===== src/rtl/uart2ahb_master.sv =====
// UART byte-stream to AHB single-transfer initiator.
// Decodes 'W'/'R' frames, runs one bus transfer, replies with status/data.
module uart2ahb_master #(
  parameter int ADDR_W  = 32,
  parameter int DATA_W  = 32,
  parameter int TIMEOUT = 1024
) (
  input  logic              clk,
  input  logic              rstn,
  input  logic              rx_valid,
  output logic              rx_ready,
  input  logic [7:0]        rx_data,
  output logic              tx_valid,
  input  logic              tx_ready,
  output logic [7:0]        tx_data,
  output logic [ADDR_W-1:0] haddr,
  output logic [DATA_W-1:0] hwdata,
  output logic              hwrite,
  output logic              hsel,
  input  logic              hready,
  input  logic              hresp,
  input  logic [DATA_W-1:0] hrdata
);

  typedef enum logic [2:0] {
    IDLE, ADDR, WDATA, BUS, RESP, TXDATA
  } state_t;

  localparam logic [7:0] C_W  = 8'h57;
  localparam logic [7:0] C_R  = 8'h52;
  localparam logic [7:0] C_OK = 8'h4B;
  localparam logic [7:0] C_ER = 8'h45;
  localparam logic [7:0] C_BD = 8'h3F;
  localparam logic [15:0] T_LAST = 16'(TIMEOUT - 1);

  state_t            state;
  logic              op_wr;
  logic [1:0]        cnt;
  logic [15:0]       wcnt;
  logic [DATA_W-1:0] rdata;
  logic              rx_hs;
  logic              tx_hs;

  assign rx_hs = rx_valid && rx_ready;
  assign tx_hs = tx_valid && tx_ready;

  always_ff @(posedge clk or negedge rstn) begin
    if (!rstn) begin
      state    <= IDLE;
      rx_ready <= 1'b1;
      tx_valid <= 1'b0;
      tx_data  <= '0;
      hsel     <= 1'b0;
      hwrite   <= 1'b0;
      haddr    <= '0;
      hwdata   <= '0;
      op_wr    <= 1'b0;
      cnt      <= '0;
      wcnt     <= '0;
      rdata    <= '0;
    end else begin
      unique case (state)
        IDLE: begin
          if (rx_hs) begin
            if (rx_data == C_W || rx_data == C_R) begin
              op_wr <= (rx_data == C_W);
              cnt   <= '0;
              state <= ADDR;
            end else begin
              op_wr    <= 1'b0;
              rx_ready <= 1'b0;
              tx_valid <= 1'b1;
              tx_data  <= C_BD;
              state    <= RESP;
            end
          end
        end
        ADDR: begin
          if (rx_hs) begin
            haddr <= {haddr[ADDR_W-9:0], rx_data};
            cnt   <= cnt + 2'd1;
            if (cnt == 2'd3) begin
              if (op_wr) begin
                state <= WDATA;
              end else begin
                rx_ready <= 1'b0;
                hsel     <= 1'b1;
                hwrite   <= 1'b0;
                wcnt     <= '0;
                state    <= BUS;
              end
            end
          end
        end
        WDATA: begin
          if (rx_hs) begin
            hwdata <= {hwdata[DATA_W-9:0], rx_data};
            cnt    <= cnt + 2'd1;
            if (cnt == 2'd3) begin
              rx_ready <= 1'b0;
              hsel     <= 1'b1;
              hwrite   <= 1'b1;
              wcnt     <= '0;
              state    <= BUS;
            end
          end
        end
        BUS: begin
          if (hready) begin
            hsel     <= 1'b0;
            tx_valid <= 1'b1;
            state    <= RESP;
            if (hresp) begin
              tx_data <= C_ER;
            end else begin
              tx_data <= C_OK;
              if (!hwrite) rdata <= hrdata;
            end
          end else if (wcnt == T_LAST) begin
            hsel     <= 1'b0;
            tx_valid <= 1'b1;
            tx_data  <= C_ER;
            state    <= RESP;
          end else begin
            wcnt <= wcnt + 16'd1;
          end
        end
        RESP: begin
          if (tx_hs) begin
            if (!op_wr && tx_data == C_OK) begin
              cnt     <= '0;
              tx_data <= rdata[DATA_W-1 -: 8];
              rdata   <= rdata << 8;
              state   <= TXDATA;
            end else begin
              tx_valid <= 1'b0;
              rx_ready <= 1'b1;
              state    <= IDLE;
            end
          end
        end
        TXDATA: begin
          if (tx_hs) begin
            cnt <= cnt + 2'd1;
            if (cnt == 2'd3) begin
              tx_valid <= 1'b0;
              rx_ready <= 1'b1;
              state    <= IDLE;
            end else begin
              tx_data <= rdata[DATA_W-1 -: 8];
              rdata   <= rdata << 8;
            end
          end
        end
        default: begin
          state <= IDLE;
        end
      endcase
    end
  end

endmodule


===== config.mk =====
export PLATFORM = sky130hd
export DESIGN_NAME = uart2ahb_master
export DESIGN_NICKNAME = d
export VERILOG_FILES = /design/src/rtl/uart2ahb_master.sv
export SDC_FILE = /design/constraint.sdc
export NUM_CORES = 1
export LEC_CHECK = 0
export CAP_MARGIN = 5
export CORE_AREA = 2 2 137 139
export DETAILED_ROUTE_END_ITERATION = 8
export DIE_AREA = 0 0 139 141
export GPL_ROUTABILITY_DRIVEN = 0
export PLACE_DENSITY = 0.6
export SETUP_SLACK_MARGIN = 0.4
export SLEW_MARGIN = 20
export SYNTH_ARGS = -nofsm -noshare
export SYNTH_HDL_FRONTEND = slang
export SYNTH_SLANG_ARGS = --single-unit

===== constraint.sdc =====
create_clock -name clk -period 2.4 [get_ports clk]
set_clock_uncertainty 0.15 [all_clocks]
set_input_delay 0.24 -clock clk [delete_from_list [all_inputs] [get_ports clk]]
set_output_delay 0.24 -clock clk [all_outputs]
set_load 0.05 [all_outputs]

Yosys cells after proc, flatten, opt, wreduce, memory -nomap -nowiden
Index checks and enable logic that the tools add are counted.

Register bits: 130. Output and inout bits: 76.

Reductions and logical operators: 25. Equality and inequality tests: 31. Add/sub/neg operators: 2. Multiplexer cells: 76.

Operators with widths (number): $mux 32 (7); $mux 16 (7); $pmux 32 s3 (1); $mux 8 (8); $pmux 16 s3 (1); $ne 2x2->1 const B (19); $mux 3 (12); $pmux 8 s4 (1); $reduce_and 8->1 (4); $mux 1 (26); $eq 8x7->1 const B (3); $pmux 3 s6 (1); $add 16x1->16 const B (1); $eq 16x10->1 const B (1); $reduce_and 7->1 (2); $mux 2 (6); $reduce_and 12->1 (1); $reduce_and 9->1 (1); $pmux 2 s4 (1); $reduce_bool 4->1 (2); $eq 3x2->1 const B (2); $eq 3x3->1 const B (2); $reduce_and 2->1 (3); $reduce_and 6->1 (1); 18 further kinds (21).

Longest topological paths before layout
Word-level depth: 5. Mapped depth: 9.

Least setup slack after synthesis
No wires, ideal clock.

Path type: register to register. Start: register tx_data[4]. End: register tx_data[0]. Setup slack: 0.175 ns. Stages on the path, launching flop included: 5. Data required time: 2.171 ns. Period minus slack after synthesis: 2.225 ns. Library setup time: 0.079 ns. Arrival: 1.996 ns. Cell sequence: dfrtp_1 -> nor4b_1 -> a31oi_1 -> a221oi_4 -> mux2i_1.

Cells in the longest elaborated chain, start to end: 4.

RTL lines: start: declaration (line 15) `output logic [7:0] tx_data,`; start signal: assignment (line 132) `tx_data <= rdata[DATA_W-1 -: 8];`; start signal: assignment (line 150) `tx_data <= rdata[DATA_W-1 -: 8];`; $eq 8x7->1 (line 130) `if (!op_wr && tx_data == C_OK) begin`; $logic_and 1x1->1 (line 130); $ne 2x2->1 (no line); $reduce_and 8->1 (no line).

No other way between the ends. A chain may end at the register's enable or synchronous reset.

Final worst setup path
Start: register wcnt[1]. End: register wcnt[14].

Cells in the longest elaborated chain, start to end: 4. Elaborated cells on any way between the ends: 7.

RTL lines: start: declaration (line 39) `logic [15:0] wcnt;`; start signal: assignment (line 125) `wcnt <= wcnt + 16'd1;`; $add 16x1->16 (line 125); $mux 16 (line 119) `end else if (wcnt == T_LAST) begin`; $mux 16 (line 109) `if (hready) begin`; $pmux 16 s3 (line 62) `unique case (state)`.

Several ways; a longest one is shown, not always the timed one. The select of a mux whose other input is x is not followed.

==> reports/results.txt <==
Final setup vio count: 0
TritonRoute pass-1 iters: 5
Most frequent cells after synthesis: dfrtp_1 (129), nand2_1 (72), mux2_2 (64)
Cells after synthesis: 542
Cell Pwr Density: 624 nW/µm²
Sw power: 1070 µW
Worst VDD drop: 482 µV
Overall power: 5310 µW
Outcome: completed
Max Clk Rate: 490 MHz
Diode count: 0
Die X-Extent: 139 µm
Synth unique cells: 57
Slew Viols, Final: 0
Final Critical Period: 2040 ps
Vias per Instance: 4.98
Area growth syn-to-layout: 44.9%
Die Height: 141 µm
Top-area cell type share of the netlist area: 55.0%
Crit path max-delay family: simple AND/OR/NAND/NOR gates
Number of synthesized flops with an enable pin: 0
Max Cap Viol: 0
CTS Sinks: 130
LEAKAGE: 0.00432 µW
Synth Warn #: 0
Final Hold Vio Count: 0
Tightest Pin Transition: 703 ps
Combinational fraction of design power: 3.5%
H-tree levels: 4
Layout cells sized above 1: 25.2%
WHS: 227 ps
Internal power: 4240 µW
WP buf/inv: 1
Drt drc: 0
Count of input and output buffers: 121
R2R setup slack: 360 ps
Final setup TNS: 0 ps
Initial antenna violation count: 0
Placed insts: 888
Later-pin clock latency in the skew report: 420 ps
CP Cell Sequence: ha_2 -> and4bb_4 -> a41oi_4 -> mux2i_2 -> buf_12 -> or4_1 -> a21oi_1
Vias: 4675
Global-route usage over all layers: 15.7%
Crit path DAT: 2240 ps
Non-filler cells, final: 939
Std cell rows: 50
Total CTS buffers: 17
Hold Path End: rdata[11]
Area leader, netlist: dfrtp_1
Longest Clk Path Bufs: 2
Seq/Total Area, Yosys: 55.4%
1st-iter DRT viols: 217
Syn Nets: 590
Synth area leaders: dfrtp_1 (55%), mux2_2 (12%), nand2_1 (4.6%), o21ai_0 (3.0%), a31oi_1 (2.8%)
Worst setup EP type: register
M2 GR Usage: 25.7%
Req. time, crit path: 2600 ps
CP Launch Type: register
Total die area: 19600 µm²
Met1 Usage GRT: 19.5%
Clock Tree Root: clkbuf_16
Critical path's slowest cell: or4_1
Syn Area/Cell: 10.8 µm²
Routed wire per std cell: 16.3 µm
First-pass GRT wire length: 24.7 mm
Max_slew headroom: 53.1%
Clock Power Share: 54.6%
Core Box Area: 18300 µm²
Capturing point of the worst reg2reg path: wcnt[14]
Met3 GRT Util: 4.65%
Worst min path class: in -> reg
Mapped Area: 5870 µm²
Worst R2R Start: wcnt[1]
GRT busiest layer: met2
Largest net degree at the start of global routing: 52
Initial core utilization: 32.1%
Yosys reg bits: 130
GR Overflow Total: 0
Critical path peak fanout: 30
Most frequent cell after synthesis: dfrtp_1
Fin crit share: 85.1%
DP Wirelength: 10.2 mm
Setup CP Type: reg -> reg
CTS tree: yes
Hold_sp: hrdata[11]
I/O pin total: 122
Final #Nets: 740
Final WL: 15.3 mm
Sw Ratio: 20.2%
Worst-path clk slew: 60 ps
Main synth FF type: dfrtp_1
RSZ-0062 raised after global routing: yes
Worst path max stage delay: 390 ps
Vias in the first global route: 4835
Hold depth: 3
Async set-reset flop share out of synthesis: 100%
Reg power frac: 41.8%
Routed Antenna Nets: 0
Reg2Reg Depth: 7
==> routing by layer <==
metal | up-vias | share of wire [%]
met1 | 2320 | 44
met4 | 0 | 1.5
met5 | - | 0
met3 | 24 | 4.3
li1 | 2224 | -
met2 | 107 | 50
==> placed cells by master, fill, tap and decap left out, types with 5 or more instances in the layout <==
master / n
dfrtp_1: 118
nand2_1: 71
mux2_2: 64
dlygate4sd2_1: 56
clkdlybuf4s50_1: 48
nor2_1: 34
o21ai_0: 32
buf_4: 27
a31oi_1: 24
a21oi_1: 20
clkbuf_16: 20
nand3_1: 19
inv_1: 18
dlymetal6s2s_1: 15
or3_1: 12
dfrtp_2: 11
mux2i_1: 8
buf_12: 7
nor3_1: 5
nand4_1: 5
bufinv_16: 5
==> flip-flops by register name, summed over array words and instances (netlist names) <==
signal	flops
cnt	2
state	3
rdata	32
haddr	32
wcnt	16
op_wr	1
hwdata	32
tx_data	8
hwrite	1
rx_ready	1
tx_valid	1
hsel	1
==> worst reg2reg max path, delay by kind of cell (launching register included) <==
family                     cells  cell delay [ps]
AOI/OAI and AO/OA              2              360
muxes                          1              120
adders and majority gates      1              190
and+or+nand+nor                2              620
buffers and inverters          1              170
DFF                            1              380
==> through the flow <==
| step | area (µm²) | setup WS [ps] | utilization [%] |
|---|---|---|---|
| 5_1_grt | 8500 | 301 | 46.6 |
| 3_5_place_dp | 7510 | 4.17 | 41.1 |
| 4_1_cts | 8250 | 348 | 45.2 |
| 2_1_floorplan | 5900 | 327 | - |
| 6_report | 8500 | 357 | 46.6 |
| 3_3_place_gp | 7510 | 20.2 | 41.1 |
==> layout make-up <==
type	instances	area [µm²]
Timing Repair Buffer	163	1660
Fill cell	1685	9760
Sequential cell	130	3270
Clock inverter	12	203
Tap cell	234	293
Multi-Input combinational cell	361	2540
Inverter	19	75.1
Clock buffer	20	467
==> what timing repair did <==
| action | 4_1_cts | 5_1_grt |
|---|---|---|
| gates resized for setup | 66 | 36 |
| hold buffers | 1 | 0 |
| cloned | 1 | 4 |
| hold endpoints to repair | 47 | 0 |
| pin swaps | 6 | 2 |
| buffers inserted | 7 | 6 |
| setup endpoints to repair | 110 | 139 |
==> worst max path at each step <==
stage | endpoint | cells after the start | from | slack (ps)
2_1_floorplan | wcnt[14] | 6 | rx_ready | 330
3_3_place_gp | tx_data[5] | 8 | rx_data[4] | 20
3_5_place_dp | tx_data[3] | 8 | rx_data[4] | 4
4_1_cts | rx_ready | 1 | rx_ready | 350
5_1_grt | wcnt[14] | 7 | wcnt[1] | 300
6_report | wcnt[14] | 7 | wcnt[1] | 360
==> cells by family (layout without fill, tap and decap cells) <==
group	Yosys count	count (layout)	synth area share, %
AND/OR/NAND/NOR	181	181	15.1
flip-flops	130	130	55.4
AO/OA/AOI/OAI	104	104	11.2
multiplexers	73	73	13.9
buffers and inverters	51	214	3.81
adder cells (fa/ha/maj)	2	2	0.426
XOR/XNOR	1	1	0.149
==> power by group through the flow <==
stage                     registers [µW]  clock network (µW)  logic (µW)
after global routing                2220                3050         206
final                               2220                2900         187
after CTS                           2220                2960         186
after floorplan                     2260                   0        25.5
after global placement              2260                   0         172
after detailed placement            2260                   0         176
Note: power is estimated with default switching activity, not from simulation.
